`src/rtl/conv1_pixel_streamer_pkg.sv`:
```
// Shared constants and state type for the conv layer 1 pixel interface.
// The image geometry here also sizes the conv_layer_1 line buffers.
package conv1_pkg;

    localparam int IMG_W      = 28;
    localparam int IMG_H      = 28;
    localparam int PIX_W      = 8;
    localparam int IMG_PIXELS = IMG_W * IMG_H;

    typedef enum logic [1:0] {
        IDLE   = 2'd0,
        STREAM = 2'd1,
        DRAIN  = 2'd2,
        DONE   = 2'd3
    } stream_state_e;

    // A frame is in progress while reads are issued or still in flight.
    function automatic logic in_frame(input stream_state_e st);
        return (st == STREAM) || (st == DRAIN);
    endfunction

endpackage

```
`src/rtl/conv1_pixel_streamer_valid_pipe.sv`:
```
// DEPTH-stage 1-bit shift register with synchronous clear; tracks which
// cycles of a synchronous RAM's output carry requested data.
module streamer_valid_pipe #(
    parameter int DEPTH = 1
) (
    input  logic clk,
    input  logic clr_i,
    input  logic d_i,
    output logic tail_o,
    output logic empty_o
);

    logic [DEPTH-1:0] shift_q;
    logic [DEPTH-1:0] shift_d;

    // Next-state: shift one stage towards the tail.
    always_comb begin
        shift_d[0] = d_i;
        for (int i = 1; i < DEPTH; i++) begin
            shift_d[i] = shift_q[i-1];
        end
    end

    // Stage registers.
    always_ff @(posedge clk) begin
        if (clr_i) begin
            shift_q <= '0;
        end else begin
            shift_q <= shift_d;
        end
    end

    assign tail_o  = shift_q[DEPTH-1];
    assign empty_o = ~(|shift_q);

endmodule

```
`src/rtl/conv1_pixel_streamer.sv`:
```
// Reads one image from a synchronous RAM in raster order and streams it as
// pixel/valid into conv_layer_1, one frame per start strobe.
module conv1_pixel_streamer #(
    parameter int WIDTH   = conv1_pkg::IMG_W,
    parameter int HEIGHT  = conv1_pkg::IMG_H,
    parameter int PIX_W   = conv1_pkg::PIX_W,
    parameter int RAM_LAT = 1,
    parameter int ADDR_W  = 10
) (
    input  logic              clk,
    input  logic              rst,
    input  logic              start,
    input  logic              pause,
    output logic              img_rd_en,
    output logic [ADDR_W-1:0] img_addr,
    input  logic [PIX_W-1:0]  img_rd_data,
    output logic [PIX_W-1:0]  pixel_out,
    output logic              valid_out,
    output logic              busy,
    output logic              done
);
    import conv1_pkg::*;

    localparam int                NPIX      = WIDTH * HEIGHT;
    localparam logic [ADDR_W-1:0] LAST_ADDR = ADDR_W'(NPIX - 1);

    stream_state_e      state_q, state_d;
    logic [ADDR_W-1:0]  rd_cnt_q, rd_cnt_d;
    logic [PIX_W-1:0]   pixel_q, pixel_d;
    logic               valid_q, valid_d;
    logic               busy_q, busy_d;
    logic               done_q, done_d;
    logic               rd_en_s;
    logic               pipe_tail_s;
    logic               pipe_empty_s;

    // Frame sequencing and read issue.
    always_comb begin
        state_d  = state_q;
        rd_cnt_d = rd_cnt_q;
        rd_en_s  = 1'b0;
        case (state_q)
            IDLE: begin
                if (start) begin
                    state_d  = STREAM;
                    rd_cnt_d = '0;
                end else begin
                    state_d  = IDLE;
                end
            end
            STREAM: begin
                rd_en_s = ~pause;
                if (rd_en_s) begin
                    rd_cnt_d = rd_cnt_q + ADDR_W'(1);
                    if (rd_cnt_q == LAST_ADDR) begin
                        state_d = DRAIN;
                    end else begin
                        state_d = STREAM;
                    end
                end else begin
                    rd_cnt_d = rd_cnt_q;
                end
            end
            // Once the pipe is empty, the final pixel is on valid_out.
            DRAIN: begin
                if (pipe_empty_s) begin
                    state_d = DONE;
                end else begin
                    state_d = DRAIN;
                end
            end
            DONE: begin
                state_d = IDLE;
            end
            default: begin
                state_d = IDLE;
            end
        endcase
    end

    // Output register next-state; status flags follow the next state so
    // they line up with the state itself.
    always_comb begin
        valid_d = pipe_tail_s;
        if (pipe_tail_s) begin
            pixel_d = img_rd_data;
        end else begin
            pixel_d = pixel_q;
        end
        busy_d = in_frame(state_d);
        done_d = (state_d == DONE);
    end

    // State and output registers.
    always_ff @(posedge clk) begin
        if (rst) begin
            state_q  <= IDLE;
            rd_cnt_q <= '0;
            pixel_q  <= '0;
            valid_q  <= 1'b0;
            busy_q   <= 1'b0;
            done_q   <= 1'b0;
        end else begin
            state_q  <= state_d;
            rd_cnt_q <= rd_cnt_d;
            pixel_q  <= pixel_d;
            valid_q  <= valid_d;
            busy_q   <= busy_d;
            done_q   <= done_d;
        end
    end

    streamer_valid_pipe #(
        .DEPTH (RAM_LAT)
    ) u_valid_pipe (
        .clk     (clk),
        .clr_i   (rst),
        .d_i     (rd_en_s),
        .tail_o  (pipe_tail_s),
        .empty_o (pipe_empty_s)
    );

    assign img_rd_en = rd_en_s;
    assign img_addr  = rd_en_s ? rd_cnt_q : '0;
    assign pixel_out = pixel_q;
    assign valid_out = valid_q;
    assign busy      = busy_q;
    assign done      = done_q;

endmodule
```
`config.mk`:
```
export PLATFORM = sky130hd
export DESIGN_NAME = conv1_pixel_streamer
export DESIGN_NICKNAME = d
export VERILOG_FILES = /design/src/rtl/conv1_pixel_streamer_pkg.sv /design/src/rtl/conv1_pixel_streamer_valid_pipe.sv /design/src/rtl/conv1_pixel_streamer.sv
export SDC_FILE = /design/constraint.sdc
export NUM_CORES = 1
export LEC_CHECK = 0
export ABC_CLOCK_PERIOD_IN_PS = 2200
export CAP_MARGIN = 15
export CORE_MARGIN = 5
export CORE_UTILIZATION = 46
export CTS_CLUSTER_SIZE = 24
export DETAILED_ROUTE_END_ITERATION = 10
export GPL_ROUTABILITY_DRIVEN = 0
export PLACE_DENSITY = 0.78
export SYNTH_ARGS = -nofsm -noshare
export SYNTH_HDL_FRONTEND = slang
export SYNTH_SLANG_ARGS = --single-unit
```
`constraint.sdc`:
```
create_clock -name clk -period 2.2 [get_ports clk]
set_input_delay 0.44 -clock clk [delete_from_list [all_inputs] [get_ports clk]]
set_output_delay 0.44 -clock clk [all_outputs]
set_load 0.05 [all_outputs]
```
==> results of run 1 <==
## synthesized netlist by cell type, drive strengths merged
cell | n | area, µm²
dfxtp | 24 | 480
nor2 | 18 | 67.6
and2 | 10 | 63.8
mux2i | 8 | 80.1
xnor2 | 7 | 61.3
a2111oi | 5 | 75.1
clkbuf | 4 | 25.0
nor2b | 4 | 25.0
a211oi | 3 | 22.5
a21oi | 3 | 15.0
nand2 | 3 | 11.3
nand2b | 3 | 18.8
buf | 2 | 16.3
ha | 2 | 25.0
nand3 | 2 | 22.5
nand4 | 2 | 12.5
a311oi | 1 | 8.76
and2b | 1 | 7.51
and3 | 1 | 6.26
inv | 1 | 3.75
nand3b | 1 | 7.51
nand4bb | 1 | 11.3
nor3 | 1 | 5.00
o21a | 1 | 7.51
o21bai | 1 | 7.51
o22ai | 1 | 6.26
o31ai | 1 | 21.3
or2b | 1 | 8.76
or4 | 1 | 11.3
## metal layers
layer,up-vias,track usage
met4,0,0.0791
li1,460,-
met5,-,0
met1,433,0.170
met2,34,0.262
met3,4,0.0410
## final timing paths
kind | cells past startpoint | endpoint | slack, ns | from
min | 2 | pixel_out[3] | 0.51 | pixel_out[3]
min reg2reg | 2 | pixel_out[3] | 0.51 | pixel_out[3]
max | 6 | img_addr[2] | 0.13 | pause
max reg2reg | 6 | busy | 0.28 | rd_cnt_q[0]
## worst reg2reg max path, delay by kind of cell, from the launching register on
family	cells	cell delay [ns]
compound gates	1	0.21
fa+ha+maj	2	0.50
flops	1	0.42
simple gates	3	0.69
## where the power goes
group          internal (µW)  switching, µW  leakage [µW]
registers                444           8.15      0.000195
logic                   50.0           60.2      0.000348
clock network           64.0            128     0.0000138
total                    558            197      0.000556
## registers in the layout (all words and copies together), names as in the netlist
name / cells
busy: 1
done: 1
pixel_out: 8
rd_cnt_q: 10
state_q: 2
u_valid_pipe.tail_o: 1
valid_out: 1
## final cells by class
class / instances / share of cell area
flip-flops and latches: 24 / 0.294
multi-input cells: 82 / 0.373
inverters: 1 / 0.00230
well taps: 30 / 0.0230
clock buffers: 3 / 0.0138
repair buffers: 38 / 0.293
## kinds of logic (layout without fill, tap and decap cells)
family          count (synthesis)  after routing  share of synthesized area
compound gates                 16             16                      0.144
simple gates                   49             49                      0.246
xor+xnor                        7              7                     0.0540
buf+inv                         7             42                     0.0397
fa+ha+maj                       2              2                     0.0220
flops                          24             24                      0.423
mux                             8              8                     0.0706
## metrics by stage
stage	hold slack [ns]	utilization	area (µm²)
after CTS	0.519	0.677	1630
after detailed placement	0.493	0.668	1610
after floorplan	0.484	-	1140
final	0.511	0.677	1630
after global routing	0.558	0.677	1630
after global placement	0.472	0.668	1610
==> impl_metrics.env, run 1 <==
export IMPL_outcome="complete, no violations"
export IMPL_finalSetupTns_ns=0
export IMPL_io_pins=34
export IMPL_overflow=0
export IMPL_worstPathCellList="clkdlybuf4s50_1 > nand2b_1 > nor2_1 > buf_4 > and2_1 > buf_12"
export IMPL_fin_skew_ns=0.00220
export IMPL_synth_cells=113
export IMPL_wire_per_inst_um=13.6
export IMPL_cts_made_buffers=3
export IMPL_relSlewSlack=0.659
export IMPL_area_growth_pct=43.8
export IMPL_path_class="in -> out"
export IMPL_syn_area_um2=1130
export IMPL_cp_slowest_stage_delay_ns=0.40
export IMPL_setup_viol=0
export IMPL_p_per_area_nw_per_um2=463
export IMPL_coreArea_um2=2410
export IMPL_cts_clk_slew_worst_paths_ns=0.13
export IMPL_postCtsSetupBuffers=0
export IMPL_start_kind="primary input"
export IMPL_wl_met1_um=946
export IMPL_initial_core_util=0.471
export IMPL_grt_pass1_wl_mm=4.10
export IMPL_place_hpwl_mm=1.85
export IMPL_drive_above_1_share=0.196
export IMPL_antenna_cells=0
export IMPL_die_h_um=59.7
export IMPL_rows=18
export IMPL_synth_distinct_cells=33
export IMPL_leakage_uw=0.000556
export IMPL_fill_cells=182
export IMPL_hold_viol_final=0
export IMPL_critPathSlowestCell="clkdlybuf4s50_1"
export IMPL_cts_sinks=24
export IMPL_gr_usage_all_layers=0.152
export IMPL_dpl_cell_count=175
export IMPL_crit_buf_inv=3
export IMPL_critPathCaptureType="output pin"
export IMPL_ys_warn_count=0
export IMPL_fin_crit_ns=2.07
export IMPL_die_area_um2=3560
export IMPL_first_global_vias=926
export IMPL_die_x_um=59.7
export IMPL_nets=164
export IMPL_cts_hold_fix_buffers=0
export IMPL_max_freq_mhz=482
export IMPL_hp_class="reg -> reg"
export IMPL_setup_ws_ns=0.127
export IMPL_drt_antenna_violating_nets=0
export IMPL_arrival_ns=1.63
export IMPL_cts_root_buffer="clkbuf_4"
export IMPL_clockBufferDepth=2
export IMPL_fin_cells=178
export IMPL_worstPathRequired_ns=1.76
export IMPL_multi_input_area_um2=609
export IMPL_ctsHtreeMaxLevel=1
export IMPL_critPathTopFamily="buffers and inverters"
export IMPL_remaining_drc_errors=0
export IMPL_avgSynthCellArea_um2=10.0
export IMPL_rsz0062_at_grt="no"
export IMPL_cap_viol_max_count=0
export IMPL_worst_pin_slew_ns=0.509
export IMPL_vias_per_cell=5.23
export IMPL_period_share=0.942
export IMPL_vias=931
export IMPL_grt_max_degree=17
export IMPL_cts_resized_gates=0
export IMPL_io_buffer_count=33
export IMPL_slew_violations=0
export IMPL_seqCellArea_um2=480
export IMPL_synth_seq_area_share=0.423
export IMPL_met3_length_um=197
export IMPL_syn_nets=127
export IMPL_cts_tree="built"
export IMPL_ir_drop_mv=0.369
export IMPL_power_uw=755
export IMPL_cp_max_fo=14
export IMPL_ys_seq_elements=24
export IMPL_drt_iter0_drc=7
export IMPL_wl_met2_mm=1.24
export IMPL_final_common_cell="dfxtp_1"
export IMPL_drt_pass1_iter_count=4
export IMPL_drt_wl_total_mm=2.42
export IMPL_antenna_found_initial=0
export IMPL_final_cell_mix="dfxtp_1, clkdlybuf4s50_1, nor2_1"
export IMPL_dp_slack_ns=0.122
export IMPL_maxUsedRoutingLayer="met4"
export IMPL_clkLatencyLatePin_ns=0.31
Power figures use the tool's default switching activity.
==> inputs of run 2 (changes only) <==
--- a/config.mk
+++ b/config.mk
@@ -9,9 +9,11 @@
 export CAP_MARGIN = 15
 export CORE_MARGIN = 5
 export CORE_UTILIZATION = 46
+export CTS_CLUSTER_DIAMETER = 30
 export CTS_CLUSTER_SIZE = 24
 export DETAILED_ROUTE_END_ITERATION = 10
 export GPL_ROUTABILITY_DRIVEN = 0
+export MAX_ROUTING_LAYER = met4
 export PLACE_DENSITY = 0.78
 export SYNTH_ARGS = -nofsm -noshare
 export SYNTH_HDL_FRONTEND = slang
==> run 2 against run 1 <==
- fmax barely moved
- wire length rose by 0.12%
- final cell count did not move
- die area did not move
- critical path type unchanged
- critical endpoint unchanged
- highest routed layer unchanged
==> impl_metrics.env, run 2 (same netlist as run 1, synthesis figures left out) <==
export IMPL_outcome="complete, no violations"
export IMPL_setup_viol=0
export IMPL_dp_slack_ns=0.122
export IMPL_io_buffer_count=33
export IMPL_critPathSlowestCell="clkdlybuf4s50_1"
export IMPL_die_area_um2=3560
export IMPL_crit_buf_inv=3
export IMPL_maxUsedRoutingLayer="met4"
export IMPL_largest_register_ffs=10
export IMPL_drt_iter0_drc=7
export IMPL_critPathCaptureType="output pin"
export IMPL_antenna_found_initial=0
export IMPL_p_per_area_nw_per_um2=462
export IMPL_cp_slowest_stage_delay_ns=0.40
export IMPL_gr_usage_all_layers=0.157
export IMPL_wl_met2_mm=1.24
export IMPL_slew_violations=0
export IMPL_setup_ws_ns=0.127
export IMPL_leakage_uw=0.000556
export IMPL_arrival_ns=1.63
export IMPL_min_from="pixel_out[3]"
export IMPL_whs_path_depth=2
export IMPL_rows=18
export IMPL_reg2reg_depth=6
export IMPL_first_global_vias=926
export IMPL_final_common_cell="dfxtp_1"
export IMPL_final_cell_mix="dfxtp_1, clkdlybuf4s50_1, nor2_1"
export IMPL_cts_tree="built"
export IMPL_cts_sinks=24
export IMPL_fin_crit_ns=2.07
export IMPL_place_hpwl_mm=1.85
export IMPL_clkLatencyLatePin_ns=0.31
export IMPL_postCtsSetupBuffers=0
export IMPL_met3_length_um=171
export IMPL_cts_resized_gates=0
export IMPL_hp_class="reg -> reg"
export IMPL_coreArea_um2=2410
export IMPL_startpoint="pause"
export IMPL_remaining_drc_errors=0
export IMPL_cts_hold_fix_buffers=0
export IMPL_cap_viol_max_count=0
export IMPL_grt_max_degree=17
export IMPL_power_uw=755
export IMPL_ir_drop_mv=0.369
export IMPL_drt_antenna_violating_nets=0
export IMPL_path_class="in -> out"
export IMPL_start_kind="primary input"
export IMPL_fill_cells=182
export IMPL_die_x_um=59.7
export IMPL_ctsHtreeMaxLevel=1
export IMPL_wire_per_inst_um=13.6
export IMPL_rsz0062_at_grt="no"
export IMPL_r2r_setup_slack_ns=0.28
export IMPL_drt_wl_total_mm=2.42
export IMPL_max_freq_mhz=482
export IMPL_cp_max_fo=14
export IMPL_cts_made_buffers=3
export IMPL_drt_pass1_iter_count=4
export IMPL_hold_viol_final=0
export IMPL_cts_clk_slew_worst_paths_ns=0.13
export IMPL_grt_pass1_wl_mm=4.10
export IMPL_nets=164
export IMPL_worstPathCellList="clkdlybuf4s50_1 > nand2b_1 > nor2_1 > buf_4 > and2_1 > buf_12"
export IMPL_area_growth_pct=43.8
export IMPL_worst_pin_slew_ns=0.513
export IMPL_critPathTopFamily="buffers and inverters"
export IMPL_wl_met1_um=971
export IMPL_relSlewSlack=0.657
export IMPL_holdWs_ns=0.511
export IMPL_hold_end="pixel_out[3]"
export IMPL_die_h_um=59.7
export IMPL_overflow=0
export IMPL_top_register="rd_cnt_q"
export IMPL_io_pins=34
export IMPL_r2r_start="rd_cnt_q[0]"
export IMPL_rr_endpoint="busy"
export IMPL_fin_area_um2=1630
export IMPL_place_area_um2=1610
export IMPL_drive_above_1_share=0.196
export IMPL_antenna_cells=0
export IMPL_initial_core_util=0.471
export IMPL_worstPathRequired_ns=1.76
export IMPL_finalSetupTns_ns=0
export IMPL_fin_skew_ns=0.00197
export IMPL_vias=927
export IMPL_period_share=0.942
export IMPL_clockBufferDepth=2
export IMPL_vias_per_cell=5.21
export IMPL_cts_root_buffer="clkbuf_4"
## run 2: worst max path at each step
stage	endpoint	slack, ns	cells past startpoint
CTS	img_addr[2]	0.12	6
floorplan	img_addr[0]	0.09	4
detailed placement	img_addr[2]	0.12	6
global placement	img_addr[2]	0.17	6
global route	img_addr[2]	0.09	6
finish	img_addr[2]	0.13	6
## run 2: metal layers
layer / GRT usage / vias up
li1: - / 460
met2: 0.262 / 34
met4: 0.0791 / 0
met1: 0.177 / 429
met3: 0.0302 / 4
met5: - / -
## run 2: area by class of cell
type,count,area (µm²),share of cell area
flip-flops and latches,24,480,0.294
multi-input cells,82,609,0.373
well taps,30,37.5,0.0230
inverters,1,3.75,0.00230
clock buffers,3,22.5,0.0138
repair buffers,38,478,0.293
## run 2: through the flow
stage / instances / util
CTS: 178 / 0.677
global placement: 175 / 0.668
global route: 178 / 0.677
detailed placement: 175 / 0.668
finish: 178 / 0.677
floorplan: 113 / -
## run 2: power by group
part / switching [µW] / internal [µW]
combinational: 60.2 / 50.0
clock: 128 / 64.0
sequential: 8.16 / 444
total: 197 / 558
## run 2: worst register-to-register path, delay by kind of cell (launching register included)
family                     cells  cell delay (ns)
AOI/OAI and AO/OA              1             0.21
adders and majority gates      2             0.50
DFF                            1             0.42
and+or+nand+nor                3             0.69
==> RTL edit (flow settings as in run 2) <==
Re-encode `stream_state_e` (4 states) as one-hot, 4 bits wide.
--- a/src/rtl/conv1_pixel_streamer_pkg.sv
+++ b/src/rtl/conv1_pixel_streamer_pkg.sv
@@ -8,9 +8,9 @@
     localparam int IMG_PIXELS = IMG_W * IMG_H;
 
-    typedef enum logic [1:0] {
-        IDLE   = 2'd0,
-        STREAM = 2'd1,
-        DRAIN  = 2'd2,
-        DONE   = 2'd3
+    typedef enum logic [3:0] {
+        IDLE   = 4'b0001,
+        STREAM = 4'b0010,
+        DRAIN  = 4'b0100,
+        DONE   = 4'b1000
     } stream_state_e;
 
Behaviour: no difference found for any inputs over 10 cycles, from zero or initial values and one cycle with rst high; not proved beyond that.
==> RTL edit against run 2 <==
  * Final area rose by 6.9%
  * Routed wire length is 11% higher
  * Core utilization up 3.3 points
  * Sequential cell count increased by 2
  * Setup slack worse by 57 ps
  * Die area grew 2.0%
  * Synthesized area increased by 2.4%
  * Total power increased by 18%
  * Critical path type is now reg -> out
==> RTL edit: results (changes against run 2) <==
cpPeakStageDelay_ps: 370  # -30 ps
drt_wl_total_mm: 2.70  # +11%
pwr-share-clk_pct: 37.1  # +12 points
r2r_end: "rd_cnt_q[8]"
cts_resized: 2  # +2
ir_drop_mv: 0.565  # +53%
fin_cells: 193  # +8.4%
grt_first_pass_wirelength_mm: 4.39  # +7.1%
met1_usage_pct: 19.4  # +1.7 points
clk_latency_ps: 330  # +20 ps
crit_family: "simple AND/OR/NAND/NOR gates"
crit_path_end: "img_addr[3]"
p_leak_uw: 0.000634  # +14%
ys_seq_area_share_pct: 44.8  # +2.4 points
grt_use_met3_pct: 3.46  # +0.43 points
dr_wl_met2_mm: 1.35  # +8.2%
synthTopCellsByCount: "dfxtp_1 (26), nor2_1 (20), and2_1 (11)"
crit_slowest_cell: "dfxtp_2"
filler_cell_count: 180  # -1.1%
placed_area_mm2: 0.00168  # +4.2%
synthTopCellsByArea: "dfxtp_1 (45%), mux2i_1 (7.8%), nor2_1 (6.5%)"
final_nets: 177  # +7.9%
status: "finished, final reports clean"
reg2reg_slack_ps: 570  # +290 ps
tightest_slew_ps: 530  # +16.8 ps
worstPathArrival_ps: 1690  # +60 ps
met3_length_um: 195  # +14%
drt_iter0_drc: 26  # +19
cp-startpoint: "state_q[3]"
vias: 1055  # +14%
grt_use_met2_pct: 27.2  # +0.93 points
p_int_uw: 701  # +26%
drive_gt1_share_pct: 23.9  # +4.3 points
grt_usage_pct: 16.3  # +0.58 points
grt_start_max_net_pins: 16  # -1
[RTL edit: cell types whose count changed after synthesis, sizes merged, moves of 3 or more]
cell | before | now
xnor2 | 7 | 0
a211oi | 3 | 0
nor2b | 4 | 1
xor2 | 0 | 5
or3 | 0 | 3
o21ai | 0 | 5
o211ai | 0 | 4
a2111oi | 5 | 0
a21oi | 3 | 7
[RTL edit: final cells by class]
| class | instances | area [µm²] | area share (%) |
|---|---|---|---|
| clock buffer | 3 | 22.5 | 1.29 |
| clock inverter | 1 | 30.0 | 1.72 |
| inverter | 1 | 3.75 | 0.215 |
| multi-input combinational | 92 | 633 | 36.3 |
| sequential | 26 | 524 | 30.1 |
| tap | 30 | 37.5 | 2.15 |
| timing repair buffer | 40 | 493 | 28.3 |
[RTL edit: cells by family (layout without fill, tap and decap cells)]
logic type | count (synthesis) | count (layout) | synth area share [%]
buf+inv | 6 | 45 | 2.69
fa+ha+maj | 1 | 1 | 1.08
mux | 9 | 9 | 7.75
flops | 26 | 26 | 44.8
simple gates | 57 | 57 | 28.2
compound gates | 20 | 20 | 11.7
xor+xnor | 5 | 5 | 3.77
[RTL edit: how the worst min path moves through the flow]
stage                       from      endpoint
floorplan            rd_cnt_q[1]   rd_cnt_q[1]
global placement    pixel_out[7]  pixel_out[7]
detailed placement   rd_cnt_q[1]   rd_cnt_q[1]
CTS                  rd_cnt_q[1]   rd_cnt_q[1]
global route        pixel_out[3]  pixel_out[3]
finish               rd_cnt_q[1]   rd_cnt_q[1]
[RTL edit: per-stage QoR]
step	setup TNS [ps]	hold WS, ps	power (µW)	setup slack, ps
finish	0	501	888	70.9
global route	-502	554	921	-60.5
CTS	0	505	891	15.9
detailed placement	0	484	568	105
global placement	0	472	565	144
floorplan	0	453	530	96.4
